===== src/rtl/mem_if_pkg.sv =====
// Shared definitions for the byte-masked memory interface: beat geometry,
// initiator state encoding and the request payload driven toward the responder.
package mem_if_pkg;

  localparam int unsigned MEM_ADDR_W     = 32;
  localparam int unsigned MEM_BEAT_W     = 128;
  localparam int unsigned MEM_CTRL_W     = 4;
  localparam int unsigned MEM_MAX_CTRL   = 15;
  localparam int unsigned MEM_TAIL_SLACK = 16;

  typedef enum logic [2:0] {
    ST_IDLE     = 3'd0,
    ST_RD_ISSUE = 3'd1,
    ST_RD_HOLD  = 3'd2,
    ST_WR_BEAT  = 3'd3,
    ST_FIN      = 3'd4
  } state_e;

  typedef struct packed {
    logic                  en;
    logic                  rdwr;
    logic [MEM_ADDR_W-1:0] addr;
    logic [MEM_CTRL_W-1:0] control;
    logic [MEM_BEAT_W-1:0] wr_data;
  } mem_req_t;

  // Bytes for the next beat: the remaining length clamped to the per-beat limit.
  function automatic logic [MEM_CTRL_W-1:0] clamp_chunk(input logic [31:0] remaining,
                                                         input logic [31:0] max_chunk);
    return (remaining > max_chunk) ? MEM_CTRL_W'(max_chunk) : MEM_CTRL_W'(remaining);
  endfunction

endpackage


===== src/rtl/mem_if_initiator.sv =====
// Requester for the byte-masked memory interface: splits a copy descriptor into
// beats of at most MAX_CHUNK bytes, feeding a read stream or draining a write stream.
module mem_if_initiator
  import mem_if_pkg::*;
#(
  parameter int unsigned MAX_CHUNK = 15,
  parameter int unsigned LEN_W     = 16
) (
  input  logic                  clk,
  input  logic                  rst,
  input  logic                  cmd_valid,
  output logic                  cmd_ready,
  input  logic                  cmd_write,
  input  logic [MEM_ADDR_W-1:0] cmd_addr,
  input  logic [LEN_W-1:0]      cmd_len,
  output logic                  rdq_valid,
  input  logic                  rdq_ready,
  output logic [MEM_BEAT_W-1:0] rdq_data,
  output logic [MEM_CTRL_W-1:0] rdq_bytes,
  output logic                  rdq_last,
  input  logic                  wrq_valid,
  output logic                  wrq_ready,
  input  logic [MEM_BEAT_W-1:0] wrq_data,
  output logic [MEM_CTRL_W-1:0] wr_bytes,
  output logic                  busy,
  output logic                  done,
  output logic                  interface_en,
  output logic                  interface_rdwr,
  output logic [MEM_ADDR_W-1:0] interface_addr,
  output logic [MEM_CTRL_W-1:0] interface_control,
  output logic [MEM_BEAT_W-1:0] interface_wr_data,
  input  logic [MEM_BEAT_W-1:0] interface_rd_data
);

  state_e                state_q, state_d;
  logic [MEM_ADDR_W-1:0] addr_q, addr_d;
  logic [LEN_W-1:0]      rem_q, rem_d;
  logic [MEM_BEAT_W-1:0] buf_q, buf_d;
  logic [MEM_CTRL_W-1:0] cnt_q, cnt_d;
  logic                  ready_q;
  logic [MEM_CTRL_W-1:0] chunk_c;
  logic                  hold_last_c;
  mem_req_t              req_c;

  assign chunk_c     = clamp_chunk(32'(rem_q), 32'(MAX_CHUNK));
  assign hold_last_c = (rem_q == LEN_W'(cnt_q));

  // ready_q keeps cmd_ready low while reset is held and for the first edge after it.
  always_ff @(posedge clk or negedge rst) begin
    if (!rst) begin
      state_q <= ST_IDLE;
      addr_q  <= '0;
      rem_q   <= '0;
      buf_q   <= '0;
      cnt_q   <= '0;
      ready_q <= 1'b0;
    end else begin
      state_q <= state_d;
      addr_q  <= addr_d;
      rem_q   <= rem_d;
      buf_q   <= buf_d;
      cnt_q   <= cnt_d;
      ready_q <= 1'b1;
    end
  end

  always_comb begin
    state_d   = state_q;
    addr_d    = addr_q;
    rem_d     = rem_q;
    buf_d     = buf_q;
    cnt_d     = cnt_q;
    req_c     = '0;
    cmd_ready = 1'b0;
    rdq_valid = 1'b0;
    rdq_data  = '0;
    rdq_bytes = '0;
    rdq_last  = 1'b0;
    wrq_ready = 1'b0;
    wr_bytes  = '0;
    busy      = (state_q != ST_IDLE);
    done      = 1'b0;

    case (state_q)
      ST_IDLE: begin
        cmd_ready = ready_q;
        if (cmd_valid && ready_q) begin
          addr_d = cmd_addr;
          rem_d  = cmd_len;
          if (cmd_len == '0) begin
            state_d = ST_FIN;
          end else if (cmd_write) begin
            state_d = ST_WR_BEAT;
          end else begin
            state_d = ST_RD_ISSUE;
          end
        end
      end

      // Responder read data is combinational, so the beat is captured in this cycle.
      ST_RD_ISSUE: begin
        req_c.en      = 1'b1;
        req_c.addr    = addr_q;
        req_c.control = chunk_c;
        buf_d         = interface_rd_data;
        cnt_d         = chunk_c;
        state_d       = ST_RD_HOLD;
      end

      ST_RD_HOLD: begin
        rdq_valid = 1'b1;
        rdq_data  = buf_q;
        rdq_bytes = cnt_q;
        rdq_last  = hold_last_c;
        if (rdq_ready) begin
          addr_d  = addr_q + MEM_ADDR_W'(cnt_q);
          rem_d   = rem_q - LEN_W'(cnt_q);
          state_d = hold_last_c ? ST_FIN : ST_RD_ISSUE;
        end
      end

      // Write data passes straight through; the strobe follows the producer's valid.
      ST_WR_BEAT: begin
        wrq_ready     = 1'b1;
        wr_bytes      = chunk_c;
        req_c.rdwr    = 1'b1;
        req_c.addr    = addr_q;
        req_c.wr_data = wrq_data;
        if (wrq_valid) begin
          req_c.en      = 1'b1;
          req_c.control = chunk_c;
          addr_d        = addr_q + MEM_ADDR_W'(chunk_c);
          rem_d         = rem_q - LEN_W'(chunk_c);
          if (rem_q == LEN_W'(chunk_c)) begin
            state_d = ST_FIN;
          end
        end
      end

      ST_FIN: begin
        done    = 1'b1;
        state_d = ST_IDLE;
      end

      default: begin
        state_d = ST_IDLE;
      end
    endcase
  end

  assign interface_en      = req_c.en;
  assign interface_rdwr    = req_c.rdwr;
  assign interface_addr    = req_c.addr;
  assign interface_control = req_c.control;
  assign interface_wr_data = req_c.wr_data;

endmodule


===== config.mk =====
export PLATFORM = sky130hd
export DESIGN_NAME = mem_if_initiator
export DESIGN_NICKNAME = d
export VERILOG_FILES = /design/src/rtl/mem_if_pkg.sv /design/src/rtl/mem_if_initiator.sv
export SDC_FILE = /design/constraint.sdc
export NUM_CORES = 1
export LEC_CHECK = 0
export CAP_MARGIN = 20
export CORE_AREA = 2 2 241 243
export CTS_CLUSTER_SIZE = 25
export DETAILED_ROUTE_END_ITERATION = 6
export DIE_AREA = 0 0 243 245
export PLACE_DENSITY_LB_ADDON = 0.25
export SYNTH_ARGS = -nofsm -noshare
export SYNTH_HDL_FRONTEND = slang
export SYNTH_SLANG_ARGS = --single-unit
export TNS_END_PERCENT = 100

===== constraint.sdc =====
create_clock -name clk -period 4.4 [get_ports clk]
set_input_delay 0.66 -clock clk [delete_from_list [all_inputs] [get_ports clk]]
set_output_delay 0.66 -clock clk [all_outputs]
set_load 0.01 [all_outputs]

==> impl_metrics.ini <==
[routing]
met1_length_microns = 20300
wirelength_microns = 49700
drt-vias-per-instance = 4.60
met2_length_microns = 24500
drc = 0
first_pass_iters = 5
num_vias = 11300
top_layer = met4
wire_per_inst_microns = 20.2
drt_iter0_markers = 711
wl_met3_microns = 3930
drt.antenna.violating_nets = 0

[run]
cap_violations = 0

[layout]
final_cell_mix = clkdlybuf4s50_1, and3_1, dfrtp_1, mux2_2, a21oi_1
syn_to_final_growth_pct = 69.5
stdcell_area_sq_um = 18400
final_nets = 2006
utilization_pct = 32.3
fillers = 5937
regArea_sq_um = 4610
final_common_cell = clkdlybuf4s50_1
diodes = 0
multi_input_area_sq_um = 5760
layout-drive-gt1-share_pct = 12.5

[floorplan]
num_rows = 88
io_pins = 618
core_area_sq_um = 57000
die_h_microns = 245
die_width_microns = 243
start_util_pct = 19.0
die_area_sq_um = 59500

[sta]
setup_tns_ns = 0
slew_violations = 0
skew_ns = 0.00794
timing.fmax_ghz = 0.250
fin_crit_ns = 4.01
tightest_slew_ns = 1.03
slew_headroom_pct = 31.4
post-route-period-util_pct = 91.1
rsz0062_at_grt = false
setup_viol = 0
hold_viol = 0

[global_route]
grt.overflow.total = 0
grt_pass1_wl_microns = 72500
antenna_found_initial = 0
grt_max_degree = 232
grt_pass1_vias = 11300
grt_util_all_layers_pct = 16.1

[placed_design]
dp_hpwl_microns = 36900
placed_area_sq_um = 17800
io_buffer_count = 617
place.gp.congestion = 0.883

[setup_path]
slowest_delay_ns = 0.60
cp-end-kind = flip-flop
crit_type = reg -> reg
critical_path.startpoint = rem_q[10]$_DFFE_PN0P_
path_cells = or4_4, nor3_4, nand3_4, nor2_2, nor2_1, a21o_1, ha_1, fa_1, a211oi_1, nor2_1, and4_1, a211oi_1, a21oi_1, o221a_2
startpoint_type = flip-flop
cp.required_ns = 4.79
endpoint = addr_q[20]$_DFFE_PN0P_
path_max_fanout = 14
cp_slowest_cell = or4_4
reg2reg_from = rem_q[10]$_DFFE_PN0P_
arrival_ns = 4.39
r2r_slack_ns = 0.39
ff2ff_path_depth = 14
r2r_end = addr_q[20]$_DFFE_PN0P_

[logic_synthesis]
yosysWarnings = 0
synth.distinct_cells = 71
syn_nets = 1457
synth_enable_flop_cells = 0
synthFlopType = dfrtp_1
ys_seq_elements = 184
seq_area_frac_synth_pct = 42.4
netlist_area_sq_um = 10900
synth-async-reset-ratio_pct = 100
syn_inst = 1136
avgSynthCellArea_sq_um = 9.56

[cts]
clkSinkCount = 184
cts_max_path_buffers = 2
root_buffer = clkbuf_16
numCtsBuffers = 17
cts_setup_buffers = 0
cts_tree = built
clock_latency_ns = 0.48
cts.clk_slew.worst_paths_ns = 0.08
htree_levels = 4

[outcome]
outcome = completed

[pwr]
p_per_area_nw_per_um2 = 692
peakVddDrop_v = 0.000348
p_leak_nw = 7.79
power.total_mw = 12.7

[hold_path]
hp-class = in -> async
routing by layer:
layer	GRT usage, %	vias to the layer above
met5	0	-
met4	4.47	0
met3	5.37	40
met2	27.5	512
met1	19.2	5553
li1	-	5236
kinds of logic (layout without fill, tap and decap cells):
family                   after synthesis  after routing  synth area share (%)
buffers and inverters                125            687                  4.83
adder cells (fa/ha/maj)               11             11                  1.41
AO/OA/AOI/OAI                        190            190                  11.4
XOR/XNOR                               6              6                 0.484
AND/OR/NAND/NOR                      487            487                  25.7
multiplexers                         132            132                  13.7
flip-flops                           184            184                  42.4
other                                  1              1                0.0345
stage by stage:
step	std cells	setup WS, ns	hold slack, ns
2_1_floorplan	1136	0.634	0.364
3_3_place_gp	2431	0.556	0.480
3_5_place_dp	2431	0.474	0.488
4_1_cts	2463	0.130	0.249
5_1_grt	2463	0.209	0.278
6_report	2463	0.392	0.221
sequential cells by signal, indices dropped and copies added (netlist names):
name     count
buf_q      128
cnt_q        4
ready_q      1
rem_q       16
state_q      3
addr_q      32
Yosys cell counts (7+ instances only):
cell	count	area share [%]
and3_1	264	15
o21ai_0	35	1.6
a21oi_1	61	2.8
a31oi_1	7	0.40
ha_1	9	1.0
nor2_1	57	2.0
buf_2	7	0.32
o22ai_1	11	0.63
dfrtp_1	184	42
inv_1	15	0.52
nand3_1	24	1.1
a2bb2oi_1	7	0.56
nor4_1	10	0.58
nor3_1	11	0.51
nand4_1	11	0.63
clkbuf_1	95	3.3
mux2_2	130	13
nand2_1	48	1.7
and2_1	32	1.8
timing repair:
item,4_1_cts,5_1_grt
setup endpoints to repair,0,1
gates resized for setup,0,1
hold buffers,0,0
power by group:
group	total (mW)	switching (mW)	internal [mW]
sequential	3.15	0.618	2.53
clock	1.67	0.809	0.861
combinational	7.90	3.82	4.09
worst max-delay path: cells and delay by family (launching register included):
| kind | cells | cell delay [ns] |
|---|---|---|
| AO/OA/AOI/OAI | 5 | 0.89 |
| adder cells (fa/ha/maj) | 2 | 0.64 |
| flip-flops | 1 | 0.47 |
| AND/OR/NAND/NOR | 7 | 1.91 |
how the worst min path moves through the flow:
stage                                  end  slack (ns)
floorplan            addr_q[0]$_DFFE_PN0P_        0.36
global placement     buf_q[96]$_DFFE_PN0P_        0.48
detailed placement  buf_q[121]$_DFFE_PN0P_        0.49
CTS                  buf_q[95]$_DFFE_PN0P_        0.25
global route         buf_q[95]$_DFFE_PN0P_        0.28
finish               buf_q[95]$_DFFE_PN0P_        0.22
cell type report:
class,instances,area share [%]
timing repair buffer,639,34.8
multi-input combinational,827,31.3
sequential,184,25.0
tap,765,5.20
clock buffer,17,2.31
clock inverter,15,1.01
inverter,16,0.340
(Power assumes the default switching activity.)
